### config.mk
export PLATFORM = sky130hd
export DESIGN_NAME = uart_rx_controller
export DESIGN_NICKNAME = d
export VERILOG_FILES = /design/src/rtl/uart_rx_controller.sv
export SDC_FILE = /design/constraint.sdc
export NUM_CORES = 1
export LEC_CHECK = 0
export BUFFER_PORTS_ARGS = -buffer_cell sky130_fd_sc_hd__buf_2
export CORE_MARGIN = 2
export CORE_UTILIZATION = 44
export CTS_CLUSTER_SIZE = 14
export DETAILED_ROUTE_END_ITERATION = 12
export PLACE_DENSITY = 0.75
export SETUP_SLACK_MARGIN = 0.02
export SLEW_MARGIN = 20
export SYNTH_ARGS = -nofsm -noshare
export SYNTH_HDL_FRONTEND = slang
export SYNTH_SLANG_ARGS = --single-unit
### constraint.sdc
create_clock -name clk -period 1.9 [get_ports clk]
set_input_delay 0.285 -clock clk [delete_from_list [all_inputs] [get_ports clk]]
set_output_delay 0.285 -clock clk [all_outputs]
set_load 0.005 [all_outputs]
### src/rtl/uart_rx_controller.sv
`default_nettype none
// ============================================================================
// Module   : uart_rx_controller
// Brief    : UART receive sequencer: line sync, start validation, mid-bit
//            sampling strobes, stop check, buffer load and host status flags.
// Revision : 1.0 - initial release
// ============================================================================
module uart_rx_controller #(
  parameter int CLKS_PER_BIT  = 10,
  parameter int NUM_DATA_BITS = 8
) (
  input  logic clk,
  input  logic n_rst,
  input  logic serial_in,
  input  logic data_read,
  output logic serial_sync,
  output logic shift_strobe,
  output logic load_buffer,
  output logic data_ready,
  output logic framing_error,
  output logic overrun_error,
  output logic rx_busy
);

  localparam int CNT_W = $clog2(CLKS_PER_BIT);
  localparam int BIT_W = $clog2(NUM_DATA_BITS + 1);

  localparam logic [CNT_W-1:0] c_SAMPLE   = CNT_W'(CLKS_PER_BIT / 2 - 1);
  localparam logic [CNT_W-1:0] c_CNT_MAX  = CNT_W'(CLKS_PER_BIT - 1);
  localparam logic [BIT_W-1:0] c_LAST_BIT = BIT_W'(NUM_DATA_BITS - 1);

  typedef enum logic [2:0] {
    S_IDLE  = 3'd0,
    S_START = 3'd1,
    S_DATA  = 3'd2,
    S_STOP  = 3'd3,
    S_LOAD  = 3'd4
  } state_t;

  state_t           r_state;
  logic             r_sync1;
  logic             r_sync2;
  logic             r_prev;
  logic [CNT_W-1:0] r_cnt;
  logic [BIT_W-1:0] r_bits;
  logic             r_data_ready;
  logic             r_framing_error;
  logic             r_overrun_error;

  logic w_sample;
  logic w_fall;

  // The counter starts at 0 the cycle after the edge, so HALF-1 lands on E+HALF
  assign w_sample = (r_cnt == c_SAMPLE);
  assign w_fall   = r_prev & ~r_sync2;

  always_ff @(posedge clk or negedge n_rst) begin
    if (!n_rst) begin
      r_sync1 <= 1'b1;
      r_sync2 <= 1'b1;
      r_prev  <= 1'b1;
    end else begin
      r_sync1 <= serial_in;
      r_sync2 <= r_sync1;
      r_prev  <= r_sync2;
    end
  end

  always_ff @(posedge clk or negedge n_rst) begin
    if (!n_rst) begin
      r_cnt <= '0;
    end else if (r_state == S_IDLE || r_state == S_LOAD) begin
      r_cnt <= '0;
    end else if (r_cnt == c_CNT_MAX) begin
      r_cnt <= '0;
    end else begin
      r_cnt <= r_cnt + CNT_W'(1);
    end
  end

  always_ff @(posedge clk or negedge n_rst) begin
    if (!n_rst) begin
      r_state         <= S_IDLE;
      r_bits          <= '0;
      r_data_ready    <= 1'b0;
      r_framing_error <= 1'b0;
      r_overrun_error <= 1'b0;
    end else begin
      case (r_state)
        S_IDLE: begin
          if (w_fall) begin
            r_state <= S_START;
            r_bits  <= '0;
          end
        end
        S_START: begin
          if (w_sample) begin
            if (r_sync2) begin
              r_state <= S_IDLE;
            end else begin
              r_framing_error <= 1'b0;
              r_state         <= S_DATA;
            end
          end
        end
        S_DATA: begin
          if (w_sample) begin
            r_bits <= r_bits + BIT_W'(1);
            if (r_bits == c_LAST_BIT) begin
              r_state <= S_STOP;
            end
          end
        end
        S_STOP: begin
          if (w_sample) begin
            if (r_sync2) begin
              r_state <= S_LOAD;
            end else begin
              r_framing_error <= 1'b1;
              r_state         <= S_IDLE;
            end
          end
        end
        S_LOAD: begin
          r_state <= S_IDLE;
        end
        default: begin
          r_state <= S_IDLE;
        end
      endcase

      // A load in the same cycle as a host read wins over the read
      if (r_state == S_LOAD) begin
        r_data_ready <= 1'b1;
        if (data_read) begin
          r_overrun_error <= 1'b0;
        end else if (r_data_ready) begin
          r_overrun_error <= 1'b1;
        end
      end else if (data_read) begin
        r_data_ready    <= 1'b0;
        r_overrun_error <= 1'b0;
      end
    end
  end

  assign serial_sync   = r_sync2;
  assign shift_strobe  = (r_state == S_DATA) && w_sample;
  assign load_buffer   = (r_state == S_LOAD);
  assign rx_busy       = (r_state != S_IDLE);
  assign data_ready    = r_data_ready;
  assign framing_error = r_framing_error;
  assign overrun_error = r_overrun_error;

endmodule
`default_nettype wire

==> results of run 1 <==
## critical path: cells and delay by family (launching register included)
family,cells,cell delay (ns)
AND/OR/NAND/NOR,2,0.59
flip-flops,1,0.47
buffers and inverters,1,0.13
## cells by family (layout without fill, tap and decap cells)
group / Yosys count / after routing
XOR/XNOR: 2 / 2
buffers and inverters: 9 / 22
adder cells (fa/ha/maj): 4 / 4
AO/OA/AOI/OAI: 15 / 15
multiplexers: 1 / 1
flip-flops: 17 / 17
AND/OR/NAND/NOR: 26 / 26
## metal layers
metal	track usage [%]	vias to the layer above	wire, µm
met1	17.1	273	616
li1	-	286	-
met4	5.00	0	12
met2	24.9	19	650
met5	0	-	0
met3	6.15	2	82
## power by group through the flow
stage                     Clock [µW]  Sequential [µW]  Combinational, µW
after floorplan                    0              510                285
after global placement             0              537                332
after detailed placement           0              541                342
after CTS                        198              533                347
after global routing             217              549                407
final                            188              536                345
## sequential cells by signal, indices dropped and copies added, names as in the netlist
signal / flops
framing_error: 1
r_prev: 1
serial_sync: 1
r_sync1: 1
r_state: 3
r_cnt: 4
overrun_error: 1
r_bits: 4
data_ready: 1
## what timing repair did
item / 4_1_cts / 5_1_grt
endpoints found under the setup margin: 0 / 1
gates resized for setup: 0 / 3
hold endpoints to repair: 14 / 0
hold buffers: 1 / 0
## path summary, 6_finish.rpt
kind	from	to	slack, ns	depth (start not counted)
hold reg to reg	r_sync1$_DFF_PN1_	serial_sync$_DFF_PN1_	0.36	0
setup / recovery	r_state[2]$_DFFE_PN0P_	shift_strobe	0.13	3
hold / removal	serial_in	r_sync1$_DFF_PN1_	0.09	1
setup reg to reg	r_state[2]$_DFFE_PN0P_	r_bits[3]$_DFFE_PN0P_	0.28	3
min in group asynchronous	n_rst	r_bits[2]$_DFFE_PN0P_	0.43	2
max in group asynchronous	n_rst	serial_sync$_DFF_PN1_	1.14	2
## metrics by stage
stage	utilization (%)	total power (µW)	hold slack, ns	area [µm²]	instances
floorplan	-	795	-0.0106	813	74
global placement	50.9	869	0.220	878	107
detailed placement	50.9	883	0.224	878	107
CTS	53.0	1080	0.0840	916	112
global route	53.3	1170	0.0709	921	112
finish	53.3	1070	0.0944	921	112
## cells in the mapped netlist, drive strengths merged
| library cell | count |
|---|---|
| dfrtp | 14 |
| inv | 6 |
| nor2 | 6 |
| a21oi | 4 |
| ha | 4 |
| buf | 3 |
| dfstp | 3 |
| nand3 | 3 |
| o21ai | 3 |
| nand2 | 2 |
| nand3b | 2 |
| nand4b | 2 |
| nor3 | 2 |
| nor3b | 2 |
| o21a | 2 |
| or3 | 2 |
| or3b | 2 |
| a21o | 1 |
| a2bb2oi | 1 |
| a31oi | 1 |
| and3b | 1 |
| mux2 | 1 |
| o22ai | 1 |
| o2bb2ai | 1 |
| o31ai | 1 |
| or2 | 1 |
| or4 | 1 |
| xnor2 | 1 |
| xor2 | 1 |
## cell type report
cell class / instances / area share (%)
sequential: 17 / 46.9
clock inverter: 1 / 0.543
inverter: 6 / 2.45
tap: 25 / 3.40
clock buffer: 3 / 2.45
timing repair buffer: 12 / 7.34
multi-input combinational: 48 / 37.0
==> run metrics, run 1 <==
count of fill cells added during filler insertion=154; number of H-tree levels=1; post-route DRC violation count=0; Final Skew=0.0160 ns; setup_tns=0 ns; adder and majority cell fraction of the synthesized area=6.15%; Clock Root Buffer=sky130_fd_sc_hd__clkbuf_4; Syn. warnings=0; detail-routed via count per cell=5.18; clock latency reported for the late side of the worst-skew pair=0.29 ns; internal cell power=697 µW; Port-buffer cells=10; share of the synthesized area in compound gates (AO/OA/AOI/OAI)=11.7%; post-synthesis instance area=813 µm²; number of buffers created by CTS=3; Leak=0.000428 µW; fraction of synthesized cell area in xor and xnor cells=2.15%; vias after detailed routing=580; sink count of the clock tree=17; number of nets in the layout=96; share of the clock period used by the worst path after layout=93.0%; Chip Width=47.0 µm; number of global-route vias before repair=536; slowest cell delay on critical path=0.47 ns; switching part of the total power=34.8%; post-synthesis net count=82; multiplexer area fraction after synthesis=1.38%; global-route wire length before repair=2260 µm; class of the most critical setup path=flip-flop to output port; combined area of the multi-input logic cells=340 µm²; area of the placeable core=0.00173 mm²; library cell contributing the largest single delay on the critical path=sky130_fd_sc_hd__dfrtp_2; die boundary height=47.0 µm; clock transition at the registers of the reported paths=0.10 ns; final max-slew violation count=0; power density cells=1160 mW/mm²; FMAX=566 MHz; leading post-synthesis cells by cell area=sky130_fd_sc_hd__dfrtp_1 (43%), sky130_fd_sc_hd__dfstp_2 (9.7%), sky130_fd_sc_hd__ha_1 (6.2%), sky130_fd_sc_hd__inv_1 (2.8%), sky130_fd_sc_hd__nor2_1 (2.8%); First DRT Iteration DRCs=17; final estimated routing congestion in global placement=0.787; die footprint=0.00221 mm²; ratio of cells with drive above 1 in the final layout=29.9%; I/O Pins=11; MaxCap Viol Count=0; maximum fanout count along the critical path=9; synthesized instance count=74; slew at the pin closest to its max-slew limit=0.485 ns; Clock power frac=17.6%; pin count of the biggest net entering global routing=18; outcome=completed; setup ws final=0.132 ns; unrepaired setup endpoints after global routing=false; max_slew headroom=67.3%; count of endpoints failing setup in the final report=0; flip-flop and latch count after synthesis=17; worst min-delay path class=input pin to flip-flop; combinational cell fraction of total power=32.2%; final critical delay including setup and external delays=1.77 ns; CTS tree=built; Sequential cell area=432 µm²; CTS Buffer Depth=2; net switching power figure=372 µW; synthesized area divided by synthesized cell count=11.0 µm²; data required time at the worst endpoint=1.62 ns; top library cells by usage in the layout, fill and taps aside=sky130_fd_sc_hd__dfrtp_1 (12), sky130_fd_sc_hd__buf_2 (10), sky130_fd_sc_hd__inv_1 (6); count of final hold-check violations=0; cell taking the most area after synthesis=sky130_fd_sc_hd__dfrtp_1; drt total wl=1360 µm; diode count=0; total gr overflow=0; series of cell instances along the critical path=or3b_4 > nor2_2 > buf_2; category of the worst setup path launch point=flip-flop; Rows=15; kind of end point of the critical path=output port; Synth cell types=34; Avg WL per Cell=12.2 µm; initial antenna violation count=0; postcts setup bufs=0; worst voltage drop across the vdd grid=0.000659 V; final HPWL from detailed placement=975 µm; Starting Density=47.1%; pre-CTS worst setup slack=0.294 ns; post-synthesis simple-gate area fraction=20.2%; ANT nets after route=0; Seq/Total Area, Yosys=52.8%; Data arrival, critical path=1.48 ns; Layout Area Growth over Synthesis=13.2%; combinational family with the most area after synthesis=simple AND/OR/NAND/NOR gates; drt pass-1 iters=6; Yosys top cell area share=43.1%; Total GRT Usage=14.8%; share of total power in sequential cells=50.2%; most frequent standard cell in the layout excluding fill and tap cells=sky130_fd_sc_hd__dfrtp_1
No activity file was read; power rests on OpenSTA's default activity.
==> run 2, diff against run 1 <==
- PLACE_DENSITY: 0.75 -> not set
- PLACE_DENSITY_LB_ADDON: not set -> 0.08
==> run 2 against run 1 <==
Compared with the run above: sequential share of layout area is 0.83 points lower; die area stayed put; combinational power is 3% higher; clock skew is 0.0073 ns lower; non-clock buffer count is 2 higher; core utilization is 0.65 points higher; power is 1.5% higher; critical path type unchanged; largest power group unchanged.
==> run metrics, run 2 (synthesized netlist as in run 1, its figures left out) <==
global-route wire length before repair=2390 µm (was 2260 µm); Min-Delay Startpoint=serial_in (unchanged); drt pass-1 iters=2 (was 6); Chip Width=47.0 µm (unchanged); length in cells of the worst reg-to-reg path=3 (unchanged); data required time at the worst endpoint=1.62 ns (about the same); class of the most critical setup path=flip-flop to output port (unchanged); final critical delay including setup and external delays=1.78 ns (was 1.77 ns); ANT nets after route=0 (unchanged); reg2reg end=r_bits[3]$_DFFE_PN0P_ (unchanged); unrepaired setup endpoints after global routing=false (unchanged); Worst Hold Path Cells=1 (unchanged); end point of the worst hold path=r_sync1$_DFF_PN1_ (unchanged); I/O Pins=11 (unchanged); CTS tree=built (unchanged); Leak=0.000438 µW (was 0.000428 µW); category of the worst setup path launch point=flip-flop (unchanged); worst voltage drop across the vdd grid=0.000559 V (was 0.000659 V); maximum fanout count along the critical path=5 (was 9); sink count of the clock tree=17 (unchanged); count of endpoints failing setup in the final report=0 (unchanged); Port-buffer cells=10 (unchanged); final HPWL from detailed placement=974 µm (was 975 µm); area of the placeable core=0.00173 mm² (unchanged); vias after detailed routing=562 (was 580); share of the clock period used by the worst path after layout=93.7% (was 93.0%); die footprint=0.00221 mm² (unchanged); number of nets in the layout=98 (was 96); Clock Root Buffer=sky130_fd_sc_hd__clkbuf_4 (unchanged); slew at the pin closest to its max-slew limit=0.461 ns (was 0.485 ns); top library cells by usage in the layout, fill and taps aside=sky130_fd_sc_hd__dfrtp_1 (14), sky130_fd_sc_hd__buf_2 (10), sky130_fd_sc_hd__inv_1 (6) (was sky130_fd_sc_hd__dfrtp_1 (12), sky130_fd_sc_hd__buf_2 (10), sky130_fd_sc_hd__inv_1 (6)); most frequent standard cell in the layout excluding fill and tap cells=sky130_fd_sc_hd__dfrtp_1 (unchanged); CTS Buffer Depth=2 (unchanged); Data arrival, critical path=1.49 ns (was 1.48 ns); design area=932 µm² (was 921 µm²); placed cell areas=878 µm² (unchanged); First DRT Iteration DRCs=1 (was 17); max_slew headroom=69.0% (was 67.3%); total gr overflow=0 (unchanged); pin count of the biggest net entering global routing=18 (unchanged); Post-Route Hold Slack=0.0830 ns (was 0.0944 ns); clock transition at the registers of the reported paths=0.10 ns (about the same); MaxCap Viol Count=0 (unchanged); source of the worst register-to-register timing path=r_state[0]$_DFFE_PN0P_ (was r_state[2]$_DFFE_PN0P_); number of buffers created by CTS=3 (unchanged); post-route total power=1090 µW (was 1070 µW); setup_tns=0 ns (unchanged); clock latency reported for the late side of the worst-skew pair=0.29 ns (about the same); count of final hold-check violations=0 (unchanged); die boundary height=47.0 µm (unchanged); R2R setup slack=0.26 ns (was 0.28 ns); ratio of cells with drive above 1 in the final layout=28.1% (was 29.9%); count of fill cells added during filler insertion=160 (was 154); Rows=15 (unchanged); final estimated routing congestion in global placement=0.812 (was 0.787); Total GRT Usage=15.7% (was 14.8%); final max-slew violation count=0 (unchanged); Avg WL per Cell=12.2 µm (about the same); Layout Area Growth over Synthesis=14.6% (was 13.2%); Starting Density=47.1% (unchanged); kind of end point of the critical path=output port (unchanged); initial antenna violation count=0 (unchanged); number of H-tree levels=1 (unchanged); diode count=0 (unchanged); power density cells=1160 mW/mm² (about the same); largest registers in the final layout=r_bits: 4 flops, r_cnt: 4 flops, r_state: 3 flops (unchanged); outcome=completed (unchanged); Final Skew=0.00874 ns (was 0.0160 ns); post-route DRC violation count=0 (unchanged); drt total wl=1390 µm (was 1360 µm); number of global-route vias before repair=520 (was 536); FMAX=562 MHz (was 566 MHz); detail-routed via count per cell=4.93 (was 5.18); worst min-delay path class=input pin to flip-flop (unchanged)
==> run 2: cell count changes in the layout (fill, tap and decap cells not counted) <==
cell	before	now
sky130_fd_sc_hd__clkinv_2	1	0
sky130_fd_sc_hd__clkbuf_1	0	1
sky130_fd_sc_hd__buf_4	1	3
sky130_fd_sc_hd__dfrtp_2	2	0
sky130_fd_sc_hd__dfrtp_1	12	14
==> run 2: what timing repair did <==
action | in CTS | in global routing
hold buffers | 1 | 0
resized for setup | 0 | 1
endpoints found under the setup margin | 0 | 1
hold endpoints to repair | 14 | 0
buffers inserted | 0 | 2
==> run 2: worst max-delay path by stage <==
stage / depth (start not counted) / start / slack (ns) / to
floorplan: 4 / r_state[2]$_DFFE_PN0P_ / 0.33 / r_bits[3]$_DFFE_PN0P_
global placement: 3 / r_state[2]$_DFFE_PN0P_ / 0.32 / r_bits[3]$_DFFE_PN0P_
detailed placement: 3 / r_state[0]$_DFFE_PN0P_ / 0.30 / r_bits[3]$_DFFE_PN0P_
CTS: 3 / r_state[2]$_DFFE_PN0P_ / 0.09 / shift_strobe
global route: 5 / r_cnt[0]$_DFF_PN0_ / 0.02 / shift_strobe
finish: 5 / r_cnt[0]$_DFF_PN0_ / 0.12 / shift_strobe
==> run 2: worst max-delay path, stage by stage (launching register included) <==
cell                       delay, ns
sky130_fd_sc_hd__dfrtp_1        0.44
sky130_fd_sc_hd__inv_1          0.08
sky130_fd_sc_hd__ha_1           0.17
sky130_fd_sc_hd__nand3b_1       0.19
sky130_fd_sc_hd__nor2_2         0.20
sky130_fd_sc_hd__buf_2          0.13
==> run 2: metrics by stage <==
step / utilization [%] / instances / setup WS (ns)
3_3_place_gp: 50.9 / 107 / 0.324
5_1_grt: 54.0 / 114 / 0.0157
4_1_cts: 53.0 / 112 / 0.0877
3_5_place_dp: 50.9 / 107 / 0.296
6_report: 54.0 / 114 / 0.120
2_1_floorplan: - / 74 / 0.326
==> run 2: final cells by class <==
type                       count  area [µm²]  share of cell area [%]
timing repair buffer          14        82.6                    8.86
multi-input combinational     48         340                    36.5
sequential                    17         429                    46.0
inverter                       6        22.5                    2.42
clock buffer                   4        26.3                    2.82
tap                           25        31.3                    3.36
==> run 2: report_power, final <==
| group | switching (µW) | leakage (µW) | internal, µW |
|---|---|---|---|
| clock | 111 | 0.0000150 | 81.5 |
| sequential | 90.5 | 0.000216 | 448 |
| combinational | 178 | 0.000207 | 176 |
| total | 379 | 0.000438 | 706 |
==> run 2: layer usage <==
layer  GRT usage, %  vias up  part of all wire, %
met5              0        -                    0
met4           8.33        0                  2.1
met3           2.31        4                  2.6
met2           22.5        7                   45
met1           22.9      262                   50
li1               -      289                    -
